$ cat config.mk
export PLATFORM = sky130hd
export DESIGN_NAME = wishbone_burst_master
export DESIGN_NICKNAME = d
export VERILOG_FILES = /design/src/rtl/wishbone_pkg.sv /design/src/rtl/wbm_wait_timer.sv /design/src/rtl/wishbone_burst_master.sv
export SDC_FILE = /design/constraint.sdc
export NUM_CORES = 1
export LEC_CHECK = 0
export CORE_MARGIN = 2
export CORE_UTILIZATION = 40
export CTS_CLUSTER_DIAMETER = 120
export DETAILED_ROUTE_END_ITERATION = 7
export PLACE_DENSITY_LB_ADDON = 0.1
export SYNTH_ARGS = -nofsm -noshare
export SYNTH_HDL_FRONTEND = slang
export SYNTH_HIERARCHICAL = 1
export SYNTH_SLANG_ARGS = --single-unit
$ cat constraint.sdc
create_clock -name clk_i -period 4.3 [get_ports clk_i]
set_clock_uncertainty 0.15 [all_clocks]
set_input_delay 0.43 -clock clk_i [delete_from_list [all_inputs] [get_ports clk_i]]
set_output_delay 0.43 -clock clk_i [all_outputs]
set_load 0.005 [all_outputs]
$ cat src/rtl/wishbone_pkg.sv
// Shared constants and state encoding for the Wishbone burst master.
package wishbone_pkg;

    localparam logic [2:0] CTI_CLASSIC = 3'b000;
    localparam logic [2:0] CTI_INCR    = 3'b010;
    localparam logic [2:0] CTI_END     = 3'b111;

    localparam logic [1:0] BTE_LINEAR  = 2'b00;

    typedef enum logic [1:0] {
        IDLE     = 2'd0,
        WAIT_BUS = 2'd1,
        XFER     = 2'd2
    } wbm_state_t;

endpackage

$ cat src/rtl/wbm_wait_timer.sv
// Loadable down-counter bounding how long the master waits for bus grant or ack.
module wbm_wait_timer #(
    parameter int unsigned MAX_WAIT = 8
) (
    input  logic clk_i,
    input  logic rst_i,
    input  logic reload,
    input  logic dec,
    output logic expired
);

    localparam int unsigned CNT_W = $clog2(MAX_WAIT + 1);
    localparam logic [CNT_W-1:0] CNT_MAX = CNT_W'(MAX_WAIT);

    logic [CNT_W-1:0] count_q;
    logic [CNT_W-1:0] count_d;

    // Saturates at zero; the owner aborts on the first stalled cycle seen at zero.
    always_comb begin
        count_d = count_q;
        if (reload) begin
            count_d = CNT_MAX;
        end else if (dec && (count_q != '0)) begin
            count_d = count_q - CNT_W'(1);
        end
    end

    always_ff @(posedge clk_i) begin
        if (rst_i) begin
            count_q <= CNT_MAX;
            expired <= (CNT_MAX == '0);
        end else begin
            count_q <= count_d;
            expired <= (count_d == '0);
        end
    end

endmodule

$ cat src/rtl/wishbone_burst_master.sv
// Incrementing-burst Wishbone B4 master with per-beat timeout.
// Define WBM_ERR_EN to abort bursts on err_i; otherwise err_i is ignored.
module wishbone_burst_master
    import wishbone_pkg::*;
#(
    parameter int unsigned ADDRESS_WIDTH = 16,
    parameter int unsigned DATA_WIDTH    = 8,
    parameter int unsigned SEL_WIDTH     = DATA_WIDTH / 8,
    parameter int unsigned MAX_PAYLOAD   = 8,
    parameter int unsigned ADDR_STRIDE   = 1,
    parameter int unsigned MAX_WAIT      = 8,
    parameter int unsigned LEN_W         = $clog2(MAX_PAYLOAD + 1)
) (
    input  logic                              clk_i,
    input  logic                              rst_i,
    output logic [ADDRESS_WIDTH-1:0]          adr_o,
    input  logic [DATA_WIDTH-1:0]             dat_i,
    output logic [DATA_WIDTH-1:0]             dat_o,
    output logic                              we_o,
    output logic [SEL_WIDTH-1:0]              sel_o,
    output logic                              stb_o,
    output logic                              cyc_o,
    output logic [2:0]                        cti_o,
    output logic [1:0]                        bte_o,
    input  logic                              cyc_i,
    input  logic                              ack_i,
    input  logic                              err_i,
    input  logic [ADDRESS_WIDTH-1:0]          transfer_address,
    input  logic [MAX_PAYLOAD*DATA_WIDTH-1:0] payload_in,
    output logic [MAX_PAYLOAD*DATA_WIDTH-1:0] payload_out,
    input  logic [LEN_W-1:0]                  payload_length,
    input  logic                              start_read,
    input  logic                              start_write,
    output logic                              busy,
    output logic                              completed,
    output logic                              timeout,
    output logic                              error
);

    localparam int unsigned PW = MAX_PAYLOAD * DATA_WIDTH;
    localparam logic [LEN_W-1:0] LEN_MAX = LEN_W'(MAX_PAYLOAD);

    wbm_state_t                state_q, state_d;
    logic [LEN_W-1:0]          beat_q, beat_d;
    logic [LEN_W-1:0]          len_q, len_d;
    logic [ADDRESS_WIDTH-1:0]  base_q, base_d;
    logic                      write_q, write_d;
    logic [PW-1:0]             wdata_q, wdata_d;
    logic [PW-1:0]             rdata_d;
    logic                      completed_d, timeout_d, error_d;
    logic                      cyc_d, we_d;
    logic [SEL_WIDTH-1:0]      sel_d;
    logic [2:0]                cti_d;
    logic [ADDRESS_WIDTH-1:0]  adr_d;
    logic [DATA_WIDTH-1:0]     dat_d;
    logic                      drive_c;
    logic                      tmr_reload_c, tmr_dec_c, tmr_expired;
    logic [LEN_W-1:0]          len_in_c;
    logic [LEN_W-1:0]          last_beat_c;

    assign bte_o       = BTE_LINEAR;
    assign len_in_c    = (payload_length > LEN_MAX) ? LEN_MAX : payload_length;
    assign last_beat_c = len_q - LEN_W'(1);

`ifndef WBM_ERR_EN
    logic unused_err_c;
    assign unused_err_c = err_i;
`endif

    wbm_wait_timer #(
        .MAX_WAIT (MAX_WAIT)
    ) u_wait_timer (
        .clk_i   (clk_i),
        .rst_i   (rst_i),
        .reload  (tmr_reload_c),
        .dec     (tmr_dec_c),
        .expired (tmr_expired)
    );

    // Next-state, datapath and next bus-output computation.
    always_comb begin
        state_d      = state_q;
        beat_d       = beat_q;
        len_d        = len_q;
        base_d       = base_q;
        write_d      = write_q;
        wdata_d      = wdata_q;
        rdata_d      = payload_out;
        completed_d  = completed;
        timeout_d    = timeout;
        error_d      = error;
        drive_c      = 1'b0;
        tmr_reload_c = 1'b1;
        tmr_dec_c    = 1'b0;
        cyc_d        = 1'b0;
        we_d         = 1'b0;
        sel_d        = '0;
        cti_d        = CTI_CLASSIC;
        adr_d        = '0;
        dat_d        = '0;

        unique case (state_q)
            IDLE: begin
                if (start_read || start_write) begin
                    base_d      = transfer_address;
                    wdata_d     = payload_in;
                    write_d     = !start_read;
                    len_d       = len_in_c;
                    beat_d      = '0;
                    completed_d = (len_in_c == '0);
                    timeout_d   = 1'b0;
                    error_d     = 1'b0;
                    if (len_in_c != '0) begin
                        state_d = WAIT_BUS;
                    end
                end
            end
            WAIT_BUS: begin
                if (!cyc_i) begin
                    state_d = XFER;
                    beat_d  = '0;
                    drive_c = 1'b1;
                end else begin
                    tmr_reload_c = 1'b0;
                    tmr_dec_c    = 1'b1;
                    if (tmr_expired) begin
                        timeout_d = 1'b1;
                        state_d   = IDLE;
                    end
                end
            end
            XFER: begin
`ifdef WBM_ERR_EN
                if (err_i) begin
                    error_d = 1'b1;
                    state_d = IDLE;
                end else
`endif
                if (ack_i) begin
                    if (!write_q) begin
                        rdata_d[int'(beat_q)*DATA_WIDTH +: DATA_WIDTH] = dat_i;
                    end
                    if (beat_q == last_beat_c) begin
                        completed_d = 1'b1;
                        state_d     = IDLE;
                    end else begin
                        beat_d  = beat_q + LEN_W'(1);
                        drive_c = 1'b1;
                    end
                end else begin
                    tmr_reload_c = 1'b0;
                    tmr_dec_c    = 1'b1;
                    if (tmr_expired) begin
                        timeout_d = 1'b1;
                        state_d   = IDLE;
                    end else begin
                        drive_c = 1'b1;
                    end
                end
            end
            default: state_d = IDLE;
        endcase

        // Bus outputs for the beat that will be on the bus next cycle.
        if (drive_c) begin
            cyc_d = 1'b1;
            we_d  = write_q;
            sel_d = '1;
            adr_d = base_q + ADDRESS_WIDTH'(ADDRESS_WIDTH'(beat_d) * ADDRESS_WIDTH'(ADDR_STRIDE));
            cti_d = (beat_d == last_beat_c) ? CTI_END : CTI_INCR;
            if (write_q) begin
                dat_d = wdata_q[int'(beat_d)*DATA_WIDTH +: DATA_WIDTH];
            end
        end
    end

    always_ff @(posedge clk_i) begin
        if (rst_i) begin
            state_q     <= IDLE;
            beat_q      <= '0;
            len_q       <= '0;
            base_q      <= '0;
            write_q     <= 1'b0;
            wdata_q     <= '0;
            payload_out <= '0;
            completed   <= 1'b0;
            timeout     <= 1'b0;
            error       <= 1'b0;
            busy        <= 1'b0;
            cyc_o       <= 1'b0;
            stb_o       <= 1'b0;
            we_o        <= 1'b0;
            sel_o       <= '0;
            cti_o       <= CTI_CLASSIC;
            adr_o       <= '0;
            dat_o       <= '0;
        end else begin
            state_q     <= state_d;
            beat_q      <= beat_d;
            len_q       <= len_d;
            base_q      <= base_d;
            write_q     <= write_d;
            wdata_q     <= wdata_d;
            payload_out <= rdata_d;
            completed   <= completed_d;
            timeout     <= timeout_d;
            error       <= error_d;
            busy        <= (state_d != IDLE);
            cyc_o       <= cyc_d;
            stb_o       <= cyc_d;
            we_o        <= we_d;
            sel_o       <= sel_d;
            cti_o       <= cti_d;
            adr_o       <= adr_d;
            dat_o       <= dat_d;
        end
    end

endmodule

After elaboration in Yosys (flattened, before gate mapping)
Cells that the tools add are included.

Output and inout bits: 101. Word-level logic and storage cells: 91. Input bits: 99. Flip-flop bits (word level): 192.

Shifts and indexed selects: 3. Muxes and demuxes: 37. Add/subtract/negate cells: 5. Bitwise operators: 2. $lt $le $gt $ge: 1. Equal/unequal tests: 9. Reductions and logical operators: 17.

Operator list (count): 64-bit bitwise mux (1); 8-bit by 34-bit variable shift with 64-bit output, first input constant (1); 64-bit by 8-bit indexed part select with 8-bit output (1); 8-bit by 34-bit indexed part select with 64-bit output (1); 7-bit negation with 34-bit output (1); 4-bit 2-to-1 mux (7); 16-bit by 4-bit adder with 16-bit output (1); 1-bit 2-to-1 mux (15); 2-bit 2-to-1 mux (6); 4-bit case mux with 3 select lines (1); 2-bit != test, second input constant (5); 4-bit == test (2); 4-bit logical NOT (2); 1-bit case mux with 2 select lines (4); 4-bit AND reduction (2); 4-bit nonzero test (2); 4-bit by 1-bit subtractor with 4-bit output, second input constant (2); 2-bit case mux with 3 select lines (1); 4-bit by 1-bit adder with 4-bit output, second input constant (1); 4-bit > comparator, second input constant (1); 2-bit nonzero test (2); 3-bit 2-to-1 mux (1); 1-bit case mux with 3 select lines (1); 3-bit AND reduction (1); 11 further kinds (12).

Logic depth before layout (Yosys ltp)
Depth after elaboration: 7. Depth in mapped cells: 19. Gate-level depth less buffers: 17.

Modules after synthesis
Netlist, hierarchy kept.

By module, submodules not included: wishbone_burst_master (cells an instance 997, area each 7926.4 µm², instances 1, sequential area each 3723.6 µm²); wbm_wait_timer (cells an instance 27, area each 265.3 µm², instances 1, sequential area each 100.1 µm²).

Least setup slack after synthesis
Ideal clock, no wire load.

Path type: register to register. Start point: register beat_q[0]. End point: register adr_o[13]. Setup time: 128 ps. Path slack: 903 ps. Data arrival time: 3119 ps. Path buffers: 4. Cell stages (with the launch flop): 17. Cells stage by stage: dfxtp_1 -> buf_2 -> clkbuf_1 -> inv_1 -> ha_1 -> nor3b_1 -> a22o_1 -> buf_6 -> buf_2 -> ha_1 -> nand3_1 -> a21boi_0 -> o21ai_0 -> nor2_1 -> nand3_1 -> xor2_1 -> nor2_1.

Elaborated cells between the ends (all ways): 13. Classes of those cells: add/sub: 2; eq/ne: 1; mux: 8; bitwise: 1; reduce/logical: 1.

RTL lines: start, declared (RTL line wishbone_burst_master.sv:44) `logic [LEN_W-1:0] beat_q, beat_d;`; start signal, assigned (RTL line wishbone_burst_master.sv:199) `beat_q <= beat_d;`; 4-bit by 1-bit adder with 4-bit output or 4-bit == test (tied branches) (RTL line wishbone_burst_master.sv:147, wishbone_burst_master.sv:143); 4-bit 2-to-1 mux (*) (RTL line wishbone_burst_master.sv:143) `if (beat_q == last_beat_c) begin`; 4-bit 2-to-1 mux (*) (RTL line wishbone_burst_master.sv:139) `if (ack_i) begin`; 4-bit case mux with 3 select lines (*) (RTL line wishbone_burst_master.sv:102) `unique case (state_q)`; via beat_d[1] (RTL line wishbone_burst_master.sv:44); 16-bit by 4-bit adder with 16-bit output (*) (RTL line wishbone_burst_master.sv:169) `adr_d = base_q + ADDRESS_WIDTH'(ADDRESS_WIDTH'(beat_d) * ADDRESS_WIDTH'(ADDR_STRIDE));`; end signal, assigned (RTL line wishbone_burst_master.sv:214) `adr_o <= adr_d;`; end, declared (RTL line wishbone_burst_master.sv:16) `output logic [ADDRESS_WIDTH-1:0] adr_o,`.

Mark *: on every way through the listed nets, which the timed path passes. The rest lies on a longest branch. A chain may end at the register's enable or synchronous reset.

Worst setup path in the final report
Start point: register state_q[1]. End point: register adr_o[14].

Cells in the longest elaborated chain, start to end: 4. Elaborated cells between the ends (all ways): 8. Classes of those cells: add/sub: 1; eq/ne: 2; mux: 2; bitwise: 1; reduce/logical: 2.

RTL lines: start, declared (RTL line wishbone_burst_master.sv:43) `wbm_state_t state_q, state_d;`; start signal, assigned (RTL line wishbone_burst_master.sv:198) `state_q <= state_d;`; branches (longest 4 deep; another with 16-bit by 4-bit adder with 16-bit output).

Parallel ways; which one is timed is not known.

==> impl_metrics.ini <==
[sta]
worstMarginPinSlew_ps = 1046
fmax_mhz = 260.8
period_share_pct = 89.17
final.min_clock_period_ps = 3834
setup_viol_count_final = 0
drv_slew = 0
hold_viol_final = 0
setup_slack_ps = 465.8
hold_slack_ps = 301.9
relSlewSlack_pct = 30.24
rsz0062_at_grt = no
totalNegativeSetupSlack_ps = 0

[cells_and_area]
area_growth_pct = 32.21
nets = 1299
multi_input_area_sq_mm = 0.003974
design_area_sq_mm = 0.01083
layout_commonest_cell = nand2_1
most-common-layout-cells = nand2_1, clkdlybuf4s50_1, dfxtp_1
antenna_cells = 0
drive_gt1_share_pct = 4.686
regArea_sq_mm = 0.003824
nFillCells = 1996
final_cells = 1465

[logic_synthesis]
yosys_warnings = 6
synth-seq-area-share_pct = 46.68
synth_top_area_share_pct = 46.68
yosys.area.top_type = dfxtp_1
synthTopCellsByArea = dfxtp_1, nand2_1, a21oi_1, nor2_1, ha_1
synth_edf_count = 0
synthCells = 1024
syn-cell-area_sq_mm = 0.008192
synthArstFlopShare_pct = 0
synth_cell_types = 59
ys_seq_elements = 191
avgSynthCellArea_sq_um = 8.000
synth_flop_cell = dfxtp_1

[power]
powerDensity_mw_per_mm2 = 394.6
ir_drop_mv = 0.2346
power.leakage_nw = 4.080

[min_path]
hp-class = flop to flop

[grt]
use_met3_pct = 4.845
grt_util_all_layers_pct = 19.95
use_met1_pct = 27.47
first_global_vias = 6702
overflow = 0
grt_antenna_before_repair = 0
grt_max_degree = 99
grt_pass1_wl_um = 34690
grt_busiest_layer = met2
grt_use_met2_pct = 31.99

[worst_setup_path]
endpoint = adr_o[14]$_SDFF_PP0_
worstSetupEndpointType = flop
r2r_slack_ps = 470
arrival_ps = 3990
rr_startpoint = state_q[1]$_SDFF_PP0_
critPathKind = flop to flop
reg2reg_to = adr_o[14]$_SDFF_PP0_
crit_required_ps = 4460
startpoint = state_q[1]$_SDFF_PP0_
critPathMaxFanout = 35
critPathLaunchType = flop
reg2reg_depth = 15

[clock_network]
post_cts_buffers = 0
clock-sinks = 191
htree_num_levels = 4
tritoncts = built
cts_hold_buf = 0
clock_tree.root_cell = clkbuf_16
cts_buffers = 17
cts_resized = 0
path_clk_slew_ps = 70
cts_buffer_depth = 2
worstSkewPairLatency_ps = 420

[detailed_routing]
drc = 0
wire_per_inst_um = 14.88
vias = 7260
drt_first_pass_iters = 4
final_antenna_net_count = 0
via_per_inst = 4.956
wl_um = 21810
drt_first_iter_violations = 399

[floorplan]
die_area_sq_mm = 0.02164
die_x_um = 147.1
row_count = 52
start_util_pct = 40.61
dieHeight_um = 147.1
num_io_pins = 200
core_area_sq_mm = 0.02017

[placed_design]
place_hpwl_um = 15130
io_buffer_count = 195
place_area_sq_mm = 0.01024
dp_slack_ps = 373.1
place.gp.congestion = 0.8103
dp.cells = 1433

[status]
status = completed

[run]
max_cap_viol_count = 0
==> how the worst min path moves through the flow <==
stage	from	endpoint	slack, ps	depth (start not counted)
floorplan	wdata_q[0]$_SDFFE_PP0P_	wdata_q[0]$_SDFFE_PP0P_	290	2
global placement	payload_out[57]$_SDFFE_PP0P_	payload_out[57]$_SDFFE_PP0P_	290	2
detailed placement	payload_out[60]$_SDFFE_PP0P_	payload_out[60]$_SDFFE_PP0P_	290	2
CTS	payload_out[57]$_SDFFE_PP0P_	payload_out[57]$_SDFFE_PP0P_	300	2
global route	payload_out[57]$_SDFFE_PP0P_	payload_out[57]$_SDFFE_PP0P_	320	2
finish	payload_out[57]$_SDFFE_PP0P_	payload_out[57]$_SDFFE_PP0P_	300	2
==> cell type report <==
type                       count  area share (%)
sequential                   191           35.30
tap                          270           3.119
clock inverter                12           1.213
inverter                      20          0.7625
timing repair buffer         205           18.69
multi-input combinational    747           36.69
clock buffer                  20           4.217
==> worst max-delay path: stages, from the launching register on <==
cell and delay (ps):
dfxtp_1 340, inv_1 120, ha_1 360, or3b_1 450, and2_1 180, o211ai_1 160, a22o_1 400, inv_8 160
fa_1 460, nor2b_1 150, o21a_1 140, o21ai_0 140, nor2_1 180, nand4_1 130, xor2_1 160, nor2_1 50
==> report_power, final <==
part	switching [mW]	internal, mW	leakage (nW)	total [mW]
registers	0.0804	1.89	1.56	1.97
logic	0.410	0.301	2.23	0.711
clock network	0.696	0.893	0.291	1.59
total	1.19	3.09	4.08	4.27
==> registers in the layout, indices dropped and copies added (netlist names), 2 cells and up <==
register              cells
adr_o                    16
base_q                   16
beat_q                    4
cti_o                     2
dat_o                     8
len_q                     4
payload_out              64
state_q                   2
u_wait_timer/count_q      4
wdata_q                  64
==> Yosys cell counts (13+ instances only) <==
cell	count
a21oi_1	159
a32o_1	16
and2_1	15
clkbuf_1	45
dfxtp_1	191
ha_1	17
inv_1	19
mux2i_1	19
nand2_1	256
nand3_1	39
nor2_1	102
xnor2_1	13
==> logic make-up after synthesis <==
| family | after synthesis | synth area share, % |
|---|---|---|
| AND/OR/NAND/NOR | 471 | 25.00 |
| XOR/XNOR | 25 | 2.841 |
| adder cells (fa/ha/maj) | 18 | 2.841 |
| AO/OA/AOI/OAI | 210 | 14.91 |
| other | 1 | 0.04578 |
| buffers and inverters | 88 | 5.224 |
| flip-flops | 191 | 46.68 |
| multiplexers | 20 | 2.459 |
==> per-layer routing <==
metal  up-vias  routed length, um
met4         0                216
met3        16               1064
met2       159              10220
met5         -                  0
li1       3733                  -
met1      3352              10300
==> through the flow <==
| step | power, mW | util, % |
|---|---|---|
| final | 4.274 | 53.70 |
| after global routing | 4.485 | 53.70 |
| after floorplan | 2.466 | - |
| after detailed placement | 2.736 | 50.78 |
| after global placement | 2.724 | 50.78 |
| after CTS | 4.319 | 53.70 |
(Power assumes the default switching activity.)
